===== config.mk =====
export PLATFORM = sky130hd
export DESIGN_NAME = program_loader_flat
export DESIGN_NICKNAME = d
export VERILOG_FILES = /design/src/rtl/program_loader_pkg.sv /design/src/rtl/program_loader_if.sv /design/src/rtl/program_loader.sv /design/src/flat_wrapper.sv
export SDC_FILE = /design/constraint.sdc
export NUM_CORES = 1
export LEC_CHECK = 0
export CAP_MARGIN = 20
export CORE_MARGIN = 2
export CORE_UTILIZATION = 49
export DETAILED_ROUTE_END_ITERATION = 16
export GPL_ROUTABILITY_DRIVEN = 0
export PLACE_DENSITY = 0.76
export SYNTH_ARGS = -nofsm -noshare
export SYNTH_HDL_FRONTEND = slang
export SYNTH_SLANG_ARGS = --single-unit

===== constraint.sdc =====
create_clock -name clk -period 2.1 [get_ports clk]
set_clock_uncertainty 0.15 [all_clocks]
set_input_delay 0.21 -clock clk [delete_from_list [all_inputs] [get_ports clk]]
set_output_delay 0.21 -clock clk [all_outputs]
set_load 0.005 [all_outputs]

===== src/rtl/program_loader_pkg.sv =====
// Shared definitions for the program loader and the processor top:
// loader FSM state encoding and the byte order used on the load frame.
package program_loader_pkg;

  // Loader FSM states. The processor top decodes DONE/ERROR from this type.
  typedef enum logic [2:0] {
    IDLE    = 3'd0,
    LEN_LO  = 3'd1,
    LEN_HI  = 3'd2,
    DATA_LO = 3'd3,
    DATA_HI = 3'd4,
    CHECK   = 3'd5,
    DONE    = 3'd6,
    ERROR   = 3'd7
  } loader_state_t;

  // Width of one frame byte.
  localparam int BYTE_W = 8;

  // Multi-byte frame fields (length and every data word) arrive low byte first.
  localparam bit LOW_BYTE_FIRST = 1'b1;

  // Assemble a 16-bit field from two frame bytes in arrival order.
  function automatic logic [15:0] pack_word(input logic [BYTE_W-1:0] first,
                                            input logic [BYTE_W-1:0] second);
    return LOW_BYTE_FIRST ? {second, first} : {first, second};
  endfunction

endpackage


===== src/rtl/program_loader_if.sv =====
// Byte source, instruction-memory write port and CPU status signals of the
// program loader, bundled so the top and the bench wire them as one unit.
interface program_loader_if #(
  parameter int l = 16
) ();

  logic         start;
  logic         byte_valid;
  logic [7:0]   byte_data;
  logic         byte_ready;
  logic         wr_en;
  logic [l-1:0] wr_addr;
  logic [l-1:0] wr_data;
  logic         cpu_hold;
  logic         done;
  logic         error;

  // Side that feeds bytes and consumes the write port and status.
  modport master (
    output start, byte_valid, byte_data,
    input  byte_ready, wr_en, wr_addr, wr_data, cpu_hold, done, error
  );

  // The loader itself.
  modport slave (
    input  start, byte_valid, byte_data,
    output byte_ready, wr_en, wr_addr, wr_data, cpu_hold, done, error
  );

endinterface


===== src/rtl/program_loader.sv =====
// Serial program loader. Receives a frame of LEN_LO, LEN_HI, N words (low
// byte first) and an XOR checksum byte, writes each word into instruction
// memory through a one-cycle write strobe, and holds the CPU until a frame
// completes with a good checksum.
module program_loader
  import program_loader_pkg::*;
#(
  parameter int l = 16,
  parameter int a = 8
) (
  input  logic            clk,
  input  logic            rst_n,
  program_loader_if.slave bus
);

  // Word counter is one bit wider than the address so N = 2^a does not wrap.
  localparam int          CW        = a + 1;
  localparam logic [31:0] MAX_WORDS = 32'd1 << a;

  loader_state_t state_reg, state_next;

  logic [7:0]    xor_reg, xor_next;
  logic [7:0]    len_lo_reg, len_lo_next;
  logic [7:0]    low_reg, low_next;
  logic [CW-1:0] n_reg, n_next;
  logic [CW-1:0] cnt_reg, cnt_next;
  logic [CW-1:0] cnt_inc;
  logic          wr_en_reg, wr_en_next;
  logic [l-1:0]  wr_addr_reg, wr_addr_next;
  logic [l-1:0]  wr_data_reg, wr_data_next;

  logic          byte_ready;
  logic          xfer;
  logic [15:0]   len_word;
  logic [31:0]   len_ext;

  // Ready is a pure function of state, so it never depends on byte_valid.
  assign byte_ready = (state_reg == LEN_LO)  || (state_reg == LEN_HI) ||
                      (state_reg == DATA_LO) || (state_reg == DATA_HI) ||
                      (state_reg == CHECK);
  assign xfer       = byte_ready & bus.byte_valid;

  // Length as it will stand once the high byte on the bus is accepted.
  assign len_word   = pack_word(len_lo_reg, bus.byte_data);
  assign len_ext    = {16'd0, len_word};
  assign cnt_inc    = cnt_reg + {{a{1'b0}}, 1'b1};

  // Next-state and datapath decode; every target is defaulted first.
  always_comb begin
    state_next   = state_reg;
    xor_next     = xor_reg;
    len_lo_next  = len_lo_reg;
    low_next     = low_reg;
    n_next       = n_reg;
    cnt_next     = cnt_reg;
    wr_en_next   = 1'b0;
    wr_addr_next = wr_addr_reg;
    wr_data_next = wr_data_reg;

    // Every accepted byte, length and checksum included, folds into the XOR.
    if (xfer) begin
      xor_next = xor_reg ^ bus.byte_data;
    end

    case (state_reg)
      IDLE, DONE, ERROR: begin
        if (bus.start) begin
          state_next = LEN_LO;
          xor_next   = 8'd0;
          cnt_next   = '0;
        end
      end

      LEN_LO: begin
        if (xfer) begin
          len_lo_next = bus.byte_data;
          state_next  = LEN_HI;
        end
      end

      LEN_HI: begin
        if (xfer) begin
          if (len_ext == 32'd0) begin
            state_next = CHECK;
          end else if (len_ext > MAX_WORDS) begin
            // Oversize frame: abort before any word is written.
            state_next = ERROR;
          end else begin
            n_next     = len_ext[CW-1:0];
            state_next = DATA_LO;
          end
        end
      end

      DATA_LO: begin
        if (xfer) begin
          low_next   = bus.byte_data;
          state_next = DATA_HI;
        end
      end

      DATA_HI: begin
        if (xfer) begin
          // The write strobe fires on the cycle after the high byte arrives.
          wr_en_next   = 1'b1;
          wr_addr_next = l'(cnt_reg[a-1:0]);
          wr_data_next = l'(pack_word(low_reg, bus.byte_data));
          cnt_next     = cnt_inc;
          state_next   = (cnt_inc == n_reg) ? CHECK : DATA_LO;
        end
      end

      CHECK: begin
        if (xfer) begin
          // Compare against the XOR of everything before the checksum byte.
          state_next = (bus.byte_data == xor_reg) ? DONE : ERROR;
        end
      end

      default: state_next = IDLE;
    endcase
  end

  // FSM state register; reset lands in IDLE at once, without a clock.
  always_ff @(posedge clk or negedge rst_n) begin
    if (!rst_n) begin
      state_reg <= IDLE;
    end else begin
      state_reg <= state_next;
    end
  end

  // Datapath registers; reset also drops a half-received word and a pending strobe.
  always_ff @(posedge clk or negedge rst_n) begin
    if (!rst_n) begin
      xor_reg     <= 8'd0;
      len_lo_reg  <= 8'd0;
      low_reg     <= 8'd0;
      n_reg       <= '0;
      cnt_reg     <= '0;
      wr_en_reg   <= 1'b0;
      wr_addr_reg <= '0;
      wr_data_reg <= '0;
    end else begin
      xor_reg     <= xor_next;
      len_lo_reg  <= len_lo_next;
      low_reg     <= low_next;
      n_reg       <= n_next;
      cnt_reg     <= cnt_next;
      wr_en_reg   <= wr_en_next;
      wr_addr_reg <= wr_addr_next;
      wr_data_reg <= wr_data_next;
    end
  end

  // Status decodes straight from state; the CPU runs only after a good load.
  assign bus.byte_ready = byte_ready;
  assign bus.wr_en      = wr_en_reg;
  assign bus.wr_addr    = wr_addr_reg;
  assign bus.wr_data    = wr_data_reg;
  assign bus.cpu_hold   = (state_reg != DONE);
  assign bus.done       = (state_reg == DONE);
  assign bus.error      = (state_reg == ERROR);

endmodule


===== src/flat_wrapper.sv =====
// flat-port wrapper written by rule: the top's interface ports become plain ports
module program_loader_flat import program_loader_pkg::*;
#(
  parameter int l = 16,
  parameter int a = 8
)
  (clk, rst_n, bus_start, bus_byte_valid, bus_byte_data, bus_byte_ready, bus_wr_en, bus_wr_addr, bus_wr_data, bus_cpu_hold, bus_done, bus_error);
  program_loader_if #(.l(l)) bus_i ();
  input  logic clk;
  input  logic rst_n;
  input wire logic [$bits(bus_i.start)-1:0] bus_start;
  input wire logic [$bits(bus_i.byte_valid)-1:0] bus_byte_valid;
  input wire logic [$bits(bus_i.byte_data)-1:0] bus_byte_data;
  output wire logic [$bits(bus_i.byte_ready)-1:0] bus_byte_ready;
  output wire logic [$bits(bus_i.wr_en)-1:0] bus_wr_en;
  output wire logic [$bits(bus_i.wr_addr)-1:0] bus_wr_addr;
  output wire logic [$bits(bus_i.wr_data)-1:0] bus_wr_data;
  output wire logic [$bits(bus_i.cpu_hold)-1:0] bus_cpu_hold;
  output wire logic [$bits(bus_i.done)-1:0] bus_done;
  output wire logic [$bits(bus_i.error)-1:0] bus_error;
  assign bus_i.start = bus_start;
  assign bus_i.byte_valid = bus_byte_valid;
  assign bus_i.byte_data = bus_byte_data;
  assign bus_byte_ready = bus_i.byte_ready;
  assign bus_wr_en = bus_i.wr_en;
  assign bus_wr_addr = bus_i.wr_addr;
  assign bus_wr_data = bus_i.wr_data;
  assign bus_cpu_hold = bus_i.cpu_hold;
  assign bus_done = bus_i.done;
  assign bus_error = bus_i.error;
  program_loader #(.l(l), .a(a)) u_core (.clk(clk), .rst_n(rst_n), .bus(bus_i));
endmodule

# Word-level counts from Yosys, hierarchy flattened
# Cells that the tools add are included.
dict set report word_totals {
  out_inout_bits 37
  register_bits 70
  elab_cells 64
  in_bits 12
}
dict set report op_classes {
  n_reduce_logical 14
  n_lt_le_gt_ge 1
  bitwise_logic 4
  eq_ne 16
  mux 19
  n_addsub 1
}
# op n
set ops {}
lappend ops {{32-bit logical NOT} 1}
lappend ops {{3-bit 2-to-1 mux} 9}
lappend ops {{8-bit 2-to-1 mux} 3}
lappend ops {{9-bit 2-to-1 mux} 2}
lappend ops {{3-bit case mux with 6 select lines} 1}
lappend ops {{9-bit case mux with 2 select lines} 1}
lappend ops {{16-bit by 9-bit > comparator with 1-bit output, second input constant} 1}
lappend ops {{3-bit equality test, second input constant} 4}
lappend ops {{2-bit by 1-bit inequality test with 1-bit output, second input constant} 5}
lappend ops {{9-bit by 1-bit adder with 9-bit output, second input constant} 1}
lappend ops {{9-bit equality test} 1}
lappend ops {{8-bit equality test} 1}
lappend ops {{8-bit XOR} 1}
lappend ops {{3-bit by 2-bit equality test with 1-bit output, second input constant} 2}
lappend ops {{2-bit AND reduction} 3}
lappend ops {{6-bit AND reduction} 1}
lappend ops {{1-bit logical OR} 4}
lappend ops {{4-bit AND reduction} 1}
lappend ops {{3-bit by 1-bit equality test with 1-bit output, second input constant} 1}
lappend ops {{3-bit logical NOT} 1}
lappend ops {{1-bit 2-to-1 mux} 3}
lappend ops {{3-bit inequality test, second input constant} 1}
lappend ops {{3-bit AND reduction} 1}
lappend ops {{3-bit OR reduction} 1}
lappend ops {{4 further kinds} 5}

# Depth between registers and ports, before layout
# Gate-level depths: netlist of the first run.
dict set report logic_depth {
  ltp_word 9
  ltp_mapped 9
  mapped_depth_nobuf 7
}

# Worst setup path before layout of the first run
# No wires, ideal clock.
dict set report synth_path {
  path_type {register -> register}
  startpoint {reg u_core.cnt_reg[0]}
  endpoint {reg u_core.state_reg[2]}
  setup_ns 0.069
  arrival_ns 1.834
  synth_period_minus_slack_ns 2.053
  path_buffers 0
  path_slack_ns 0.047
  required_time_ns 1.881
  path_stages_with_launch 8
  path_cell_list {dfrtp_1 -> ha_1 -> nand4_1 -> nor2_1 -> mux2_2 -> o211ai_1 -> or4_1 -> nand3_1}
}
dict set report synth_via {
  elab_chain_len 5
}
# item line
set synth_rtl {}
lappend synth_rtl {{from (decl)} program_loader.sv:26} ;# logic [CW-1:0] cnt_reg, cnt_next;
lappend synth_rtl {{from (signal assigned)} program_loader.sv:149} ;# cnt_reg <= cnt_next;
lappend synth_rtl {{9-bit by 1-bit adder with 9-bit output} program_loader.sv:46} ;# assign cnt_inc = cnt_reg + {{a{1'b0}}, 1'b1};
lappend synth_rtl {{9-bit equality test} program_loader.sv:109} ;# state_next = (cnt_inc == n_reg) ? CHECK : DATA_LO;
lappend synth_rtl {{3-bit 2-to-1 mux} program_loader.sv:109}
lappend synth_rtl {{3-bit 2-to-1 mux} program_loader.sv:103} ;# if (xfer) begin
lappend synth_rtl {{3-bit case mux with 6 select lines} program_loader.sv:65} ;# case (state_reg)
lappend synth_rtl {{to (signal assigned)} program_loader.sv:129} ;# state_reg <= state_next;
lappend synth_rtl {{to (decl)} program_loader.sv:20} ;# loader_state_t state_reg, state_next;
# No other way between the ends. The select of a mux whose other input is x is not followed.
# A chain may end at the register's enable or synchronous reset.

# Worst setup path in the final report of the first run
dict set report layout_path {
  startpoint {reg u_core.cnt_reg[1]}
  endpoint {reg u_core.state_reg[1]}
}
# Same word-level chain as after synthesis.

==> results of run 1 <==
-- worst max-delay path, cell delays in order (launching register included) --
cell and delay [ps]:
dfrtp_1 400, ha_1 190, nand4_1 170, nor2_1 190
mux2_2 350, o211ai_1 210, o31ai_1 140, a31oi_1 200
-- synth_stat cells, types with 3 or more instances --
master and count:
a21oi_1 3, a31oi_1 3, buf_2 3, buf_4 8, clkbuf_1 16, dfrtp_1 70
inv_1 3, mux2_2 25, mux2i_1 7, nand2_1 94, nand2b_1 5, nand3_1 8
nand4_1 3, nor2_1 22, nor4_1 5, o21ai_0 20, xnor2_1 11, xor2_1 16
-- report_power, final --
| group | total [mW] | leakage (nW) | switching (mW) | internal (mW) |
|---|---|---|---|---|
| Combinational | 1.89 | 1.07 | 0.840 | 1.05 |
| Clock | 1.10 | 0.0948 | 0.522 | 0.576 |
| Sequential | 2.14 | 0.900 | 0.320 | 1.82 |
| Total | 5.13 | 2.07 | 1.68 | 3.45 |
-- cell type report --
cell class	instances	share of cell area [%]
clock buffer	10	3.18
clock inverter	5	1.36
inverter	3	0.260
multi-input combinational	256	36.1
sequential	70	40.6
tap	80	2.31
timing repair buffer	77	16.2
-- layer usage --
layer	share of wire, %	GRT usage (%)	up-vias
li1	-	-	1275
met1	44	25.9	1292
met2	50	34.4	63
met3	3.8	5.78	12
met4	1.6	8.11	0
met5	0	0	-
-- stage by stage --
stage | setup WS [ps] | hold slack [ps] | cell area (um^2)
floorplan | 46.6 | -236 | 3430
CTS | 2.75 | 166 | 4260
global route | -25.2 | 230 | 4330
finish | 14.3 | 175 | 4330
global placement | -379 | 105 | 4030
detailed placement | -405 | 115 | 4030
-- worst max path at each step --
stage / start / cells past startpoint / to / slack [ps]
6_report: u_core.cnt_reg[1] / 7 / u_core.state_reg[1] / 10
5_1_grt: u_core.state_reg[2] / 5 / bus_done / -30
4_1_cts: u_core.state_reg[1] / 4 / bus_byte_ready / 3
3_5_place_dp: bus_byte_data[3] / 6 / u_core.n_reg[1] / -410
3_3_place_gp: bus_byte_data[3] / 6 / u_core.n_reg[6] / -380
2_1_floorplan: u_core.cnt_reg[0] / 7 / u_core.state_reg[2] / 50
-- cells by family (layout without fill, tap and decap cells) --
| logic type | count (synthesis) | count (layout) | share of synthesized area, % |
|---|---|---|---|
| AOI/OAI and AO/OA | 34 | 34 | 5.85 |
| xor gates and xnor gates | 27 | 27 | 6.95 |
| adders and majority gates | 1 | 1 | 0.368 |
| buffers and inverters | 31 | 95 | 4.41 |
| DFF | 70 | 70 | 51.5 |
| muxes | 32 | 32 | 10.3 |
| other | 1 | 8 | 0.110 |
| and+or+nand+nor | 154 | 154 | 20.5 |
-- timing repair --
action                                  CTS  global route
resized for setup                         8             9
hold buffers                              1             0
endpoints found under the setup margin    9            15
setup buffers                             3             4
hold endpoints to repair                 70             0
pin swaps                                 3             2
==> summary.md, run 1 <==
The total area of multi-input combinational cells is 1560 um^2, and the final standard cell utilization of the core is 64.1%. The areal power density over the cells was 1190 nW/um^2. The clock buffer count from CTS was 9; the floorplan die width was 87.3 um. The worst setup path is of the flop to flop kind. The number of antenna diodes in the final layout is 0. The hold path endpoint is u_core.bus.wr_data[9].

In this run the critical register-to-register path is launched from u_core.cnt_reg[1]. The number of flip-flops under the largest register name is 16. The initial antenna violation count is 0, and the part of the cycle the worst path needs is 99.3%. After synthesis, the cell types taking the most area are dfrtp_1, nand2_1, mux2_2. The vertical die dimension is 87.3 um, and the share of the synthesized area in the top cell type is 51.5%.

The logs give 479 MHz for the highest attainable clock frequency and 2565 for the via count of the first global-routing pass. The number of synthesized flops with an enable pin works out to 0. The logs give 7620 um^2 for the total die area and 478 for the number of cells after detailed placement.

Summing the sequential cell areas from Yosys gives 51.5% of the chip area. Leaving out fill and tap cells, the most frequent cell in the layout is nand2_1. Wires add up to 7.36 mm. Summed over all cells, the static leakage comes to 2.07 nW. The hold-critical path depth was 4.

Detailed placement ended at an HPWL of 4.92 mm. The region available for standard cell placement spans 6760 um^2. The clock passes through at most 2 buffers. The H-tree was split into 3 levels. The critical path data arrival time came out at 2200 ps. Global routing finished with a remaining overflow of 0.

The class of the tightest hold or removal check is primary input to flop. The kind of capture point of the worst setup path was a flop. For the worst setup slack for register-to-register paths, the log shows 10 ps. The number of endpoints failing setup at the final stage was 0. For the floorplan row count, the log shows 30. Dividing the detail-routed wire length by the instance count gives 14.7 um.

The worst-case vdd ir drop is 774 uV. For the worst setup path, the data required time is 2210 ps. The tools report the total negative setup slack as 0 ps. Summed over all instances, the cell type with the most area after synthesis is dfrtp_1. The clock transition at the registers of the reported paths works out to 80 ps. The count of warnings emitted by yosys was 0; the relative area change from synthesis to final layout was 27.3%. After the first detailed-routing iteration, the DRC count stood at 161. Registers take 1760 um^2. The predominant post-synthesis flop cell was dfrtp_1.

In this run the tool buffered the top-level ports with 40 buffer cells. The final number of hold-violating endpoints was 0; the wire length of the first global-routing pass was 12.1 mm. The tools report the count of filler cells inserted in the layout as 548.

The count of clock tree sinks is 70, and the proportion of layout cells with a drive suffix above 1 is 21.6%. The number of search-and-repair iterations in the first detailed-routing pass is 5. TritonCTS built the clock tree. The clock latency on the worst-skew pair came out at 350 ps.

In this run the critical register-to-register path is captured at u_core.state_reg[1]. The number of storage elements in the synthesis netlist was 70. The number of vias per cell after detailed routing is 5.27, and the distinct cell type count after synthesis is 40.

The worst-path maximum fanout came out at 4. The clock root buffer was clkbuf_8. The tools report the starting utilization of the core area as 50.3%. After synthesis, the share of flip-flops with an asynchronous set or reset is 100%. The cell area after synthesis is 3400 um^2, and the total count of max-transition violations in the final report is 0. The detailed router placed 2642 vias in this run. Entering global routing, the biggest net connects 71 pins. In the global route stage, overall resource usage came out at 20.8%. Counting I/O delays and the setup requirement, the final critical path takes 2090 ps. The worst setup path is launched from a flop. The tools report the post-route non-filler standard cell count as 501. The DRC violation count after routing was 0; the depth of the most critical reg-to-reg path was 7.

The logs give 0 for the number of nets with antenna violations after detailed routing and 0 for the max-cap check violation count. The mean instance size in the synthesized netlist came out at 9.72 um^2. In the final design database the tool counted 430 nets. Synthesis produced 350 cells. The count of pins on the block boundary is 49, and the total power is 5.13 mW. Start point of the worst hold path: bus_byte_data[1].

The flow ran to the end, and the final reports show no timing, DRC or antenna violations. The top cell types in the final layout, fill and taps aside, are nand2_1, dfrtp_1, clkdlybuf4s50_1.
Note: power is estimated with default switching activity, not from simulation.
==> run 2, diff against run 1 <==
Settings changed: MAX_ROUTING_LAYER set to met4, SLEW_MARGIN set to 20.
==> summary.md, run 2 (synthesis gave the netlist of run 1 again) <==
For this run, design rule violations remaining after detail routing come to 0. In this run the remaining antenna-violating nets after routing total 0. STA classifies the critical path startpoint as a flop. The register with the most flip-flops in the layout has 16 of them. The total number of nets in the final design is 430, and the max-cap check violation count is 0. The run finished with clean final reports. Prior to clock tree synthesis, the placed netlist has a worst setup slack of -405 ps. The worst path in the final design needs a cycle of 2070 ps, including I/O delays and setup. For the worst-skew pair, the clock arrives at the later sink with an insertion delay of 350 ps.

In the layout the commonest cells are nand2_1, dfrtp_1, clkdlybuf4s50_1. VDD sags by at most 773 uV. Counting tap cells, the placed design contains a total of 478 instances. In this run the horizontal extent of the chip is 87.3 um. Number of search-and-repair iterations in the first detailed-routing pass: 4. The final number of hold-violating endpoints is 0, and the total power is 5.13 mW. TritonCTS built the clock tree. The routed design has 7.33 mm of wire. The placeable core region came out at 6760 um^2. Power spread over the standard cell area amounts to 1190 nW/um^2.

During placement, the flow inserted port buffers numbering 40. The relative area change from synthesis to final layout works out to 27.3%. The root buffer cell chosen for the clock tree is clkbuf_8. In the final layout, the share of cells above drive strength 1 is 21.6%. The number of endpoints failing setup at the final stage was 0. The library cell used most frequently in the layout, excluding fill and tap cells, is nand2_1. Entering global routing, the biggest net connects 71 pins. The depth of the most critical reg-to-reg path came out at 7. The class of the tightest hold or removal check is primary input to flop. For the final worst slack, the log shows 28.0 ps. The buffer depth of the longest clock path was 2; the part of the cycle the worst path needs was 98.7%. The logs give 3 for the maximum level of the CTS H-tree and 0 for the total count of max-transition violations in the final report. Kind of capture point of the worst setup path: a flop.

The highest attainable clock frequency is 483 MHz, and the via count of the first global-routing pass is 2581. For this design the top-level I/O count stands at 49. For the worst setup path, the data arrival time is 2180 ps. Detailed routing inserted a total of 2630 vias.

For this design the static power due to leakage is 2.07 nW. The area after detailed placement was 4030 um^2. Once layout is complete, the utilization of the core stands at 64.1%. The path type of the worst setup path is flop to flop. The floorplan row count was 30; the number of antenna cells inserted was 0. The worst-path maximum fanout is 4. The tools report the overall fraction of global-route tracks in use as 21.4%. The clock transition at the registers of the reported paths works out to 80 ps. After routing the design area is 4330 um^2.

The initial utilization of the core area, before any placement, comes to 50.3%. The tools report the wire length of the first global-routing pass as 12.1 mm. The clock drives 70 sinks. The total overflow left after global routing is 0. The count of filler cells inserted in the layout was 548. The tools report the number of DRC markers in iteration 0 as 141. The vertical die dimension is 87.3 um. After detailed routing, the average wire length per cell comes to 14.6 um. The total die area was 7620 um^2; the number of vias per cell after detailed routing was 5.25.

Counting the buffers created by CTS gives 9. After the flow finishes, the layout carries non-filler instances totaling 501. The hold-critical path depth was 4; the initial antenna violation count was 0.

The HPWL after detailed placement is 4.92 mm. For the required time at the endpoint of the critical path, the log shows 2210 ps.
-- run 2: cell type report --
cell class                 count  area [um^2]  area share, %
sequential                    70         1760           40.6
multi-input combinational    256         1560           36.1
timing repair buffer          77          702           16.2
clock buffer                  10          138           3.18
tap                           80          100           2.31
clock inverter                 5         58.8           1.36
inverter                       3         11.3          0.260
-- run 2: metal layers --
metal  track usage [%]  routed length, um  share of wire, %
met2              34.4               3670                50
met5                 -                  0                 0
met1              25.9               3240                44
met4              8.11                121               1.7
met3              5.69                292               4.0
-- run 2: repair_timing --
action | in CTS | in global routing
gates cloned | 0 | 0
hold buffers | 1 | 0
pin swaps | 3 | 2
resized for setup | 8 | 9
endpoints found under the setup margin | 9 | 15
hold endpoints to repair | 70 | 0
setup buffers | 3 | 4
-- run 2: path summary, 6_finish.rpt --
path | startpoint | endpoint | slack, ps
max | u_core.cnt_reg[1] | u_core.state_reg[1] | 30
min | bus_byte_data[1] | u_core.bus.wr_data[9] | 180
max reg2reg | u_core.cnt_reg[1] | u_core.state_reg[1] | 30
min reg2reg | u_core.low_reg[7] | u_core.bus.wr_data[7] | 310
max in group asynchronous | rst_n | u_core.cnt_reg[7] | 1220
min in group asynchronous | rst_n | u_core.state_reg[1] | 250
-- run 2: where the power goes --
part           switching, mW  internal (mW)  total (mW)
clock                  0.520          0.576        1.10
combinational          0.839           1.05        1.89
sequential             0.320           1.82        2.14
-- run 2: worst max-delay path: stages (launching register included) --
cell and delay [ps]:
dfrtp_1 400, ha_1 190, nand4_1 170, nor2_1 190, mux2_2 350, o211ai_1 210, o31ai_1 140, a31oi_1 200
-- run 2: metrics by stage --
| stage | hold WS, ps | setup TNS, ps |
|---|---|---|
| 6_report | 177 | 0 |
| 5_1_grt | 230 | -50.6 |
| 4_1_cts | 166 | 0 |
| 3_5_place_dp | 115 | -3840 |
| 3_3_place_gp | 105 | -3640 |
| 2_1_floorplan | -236 | 0 |
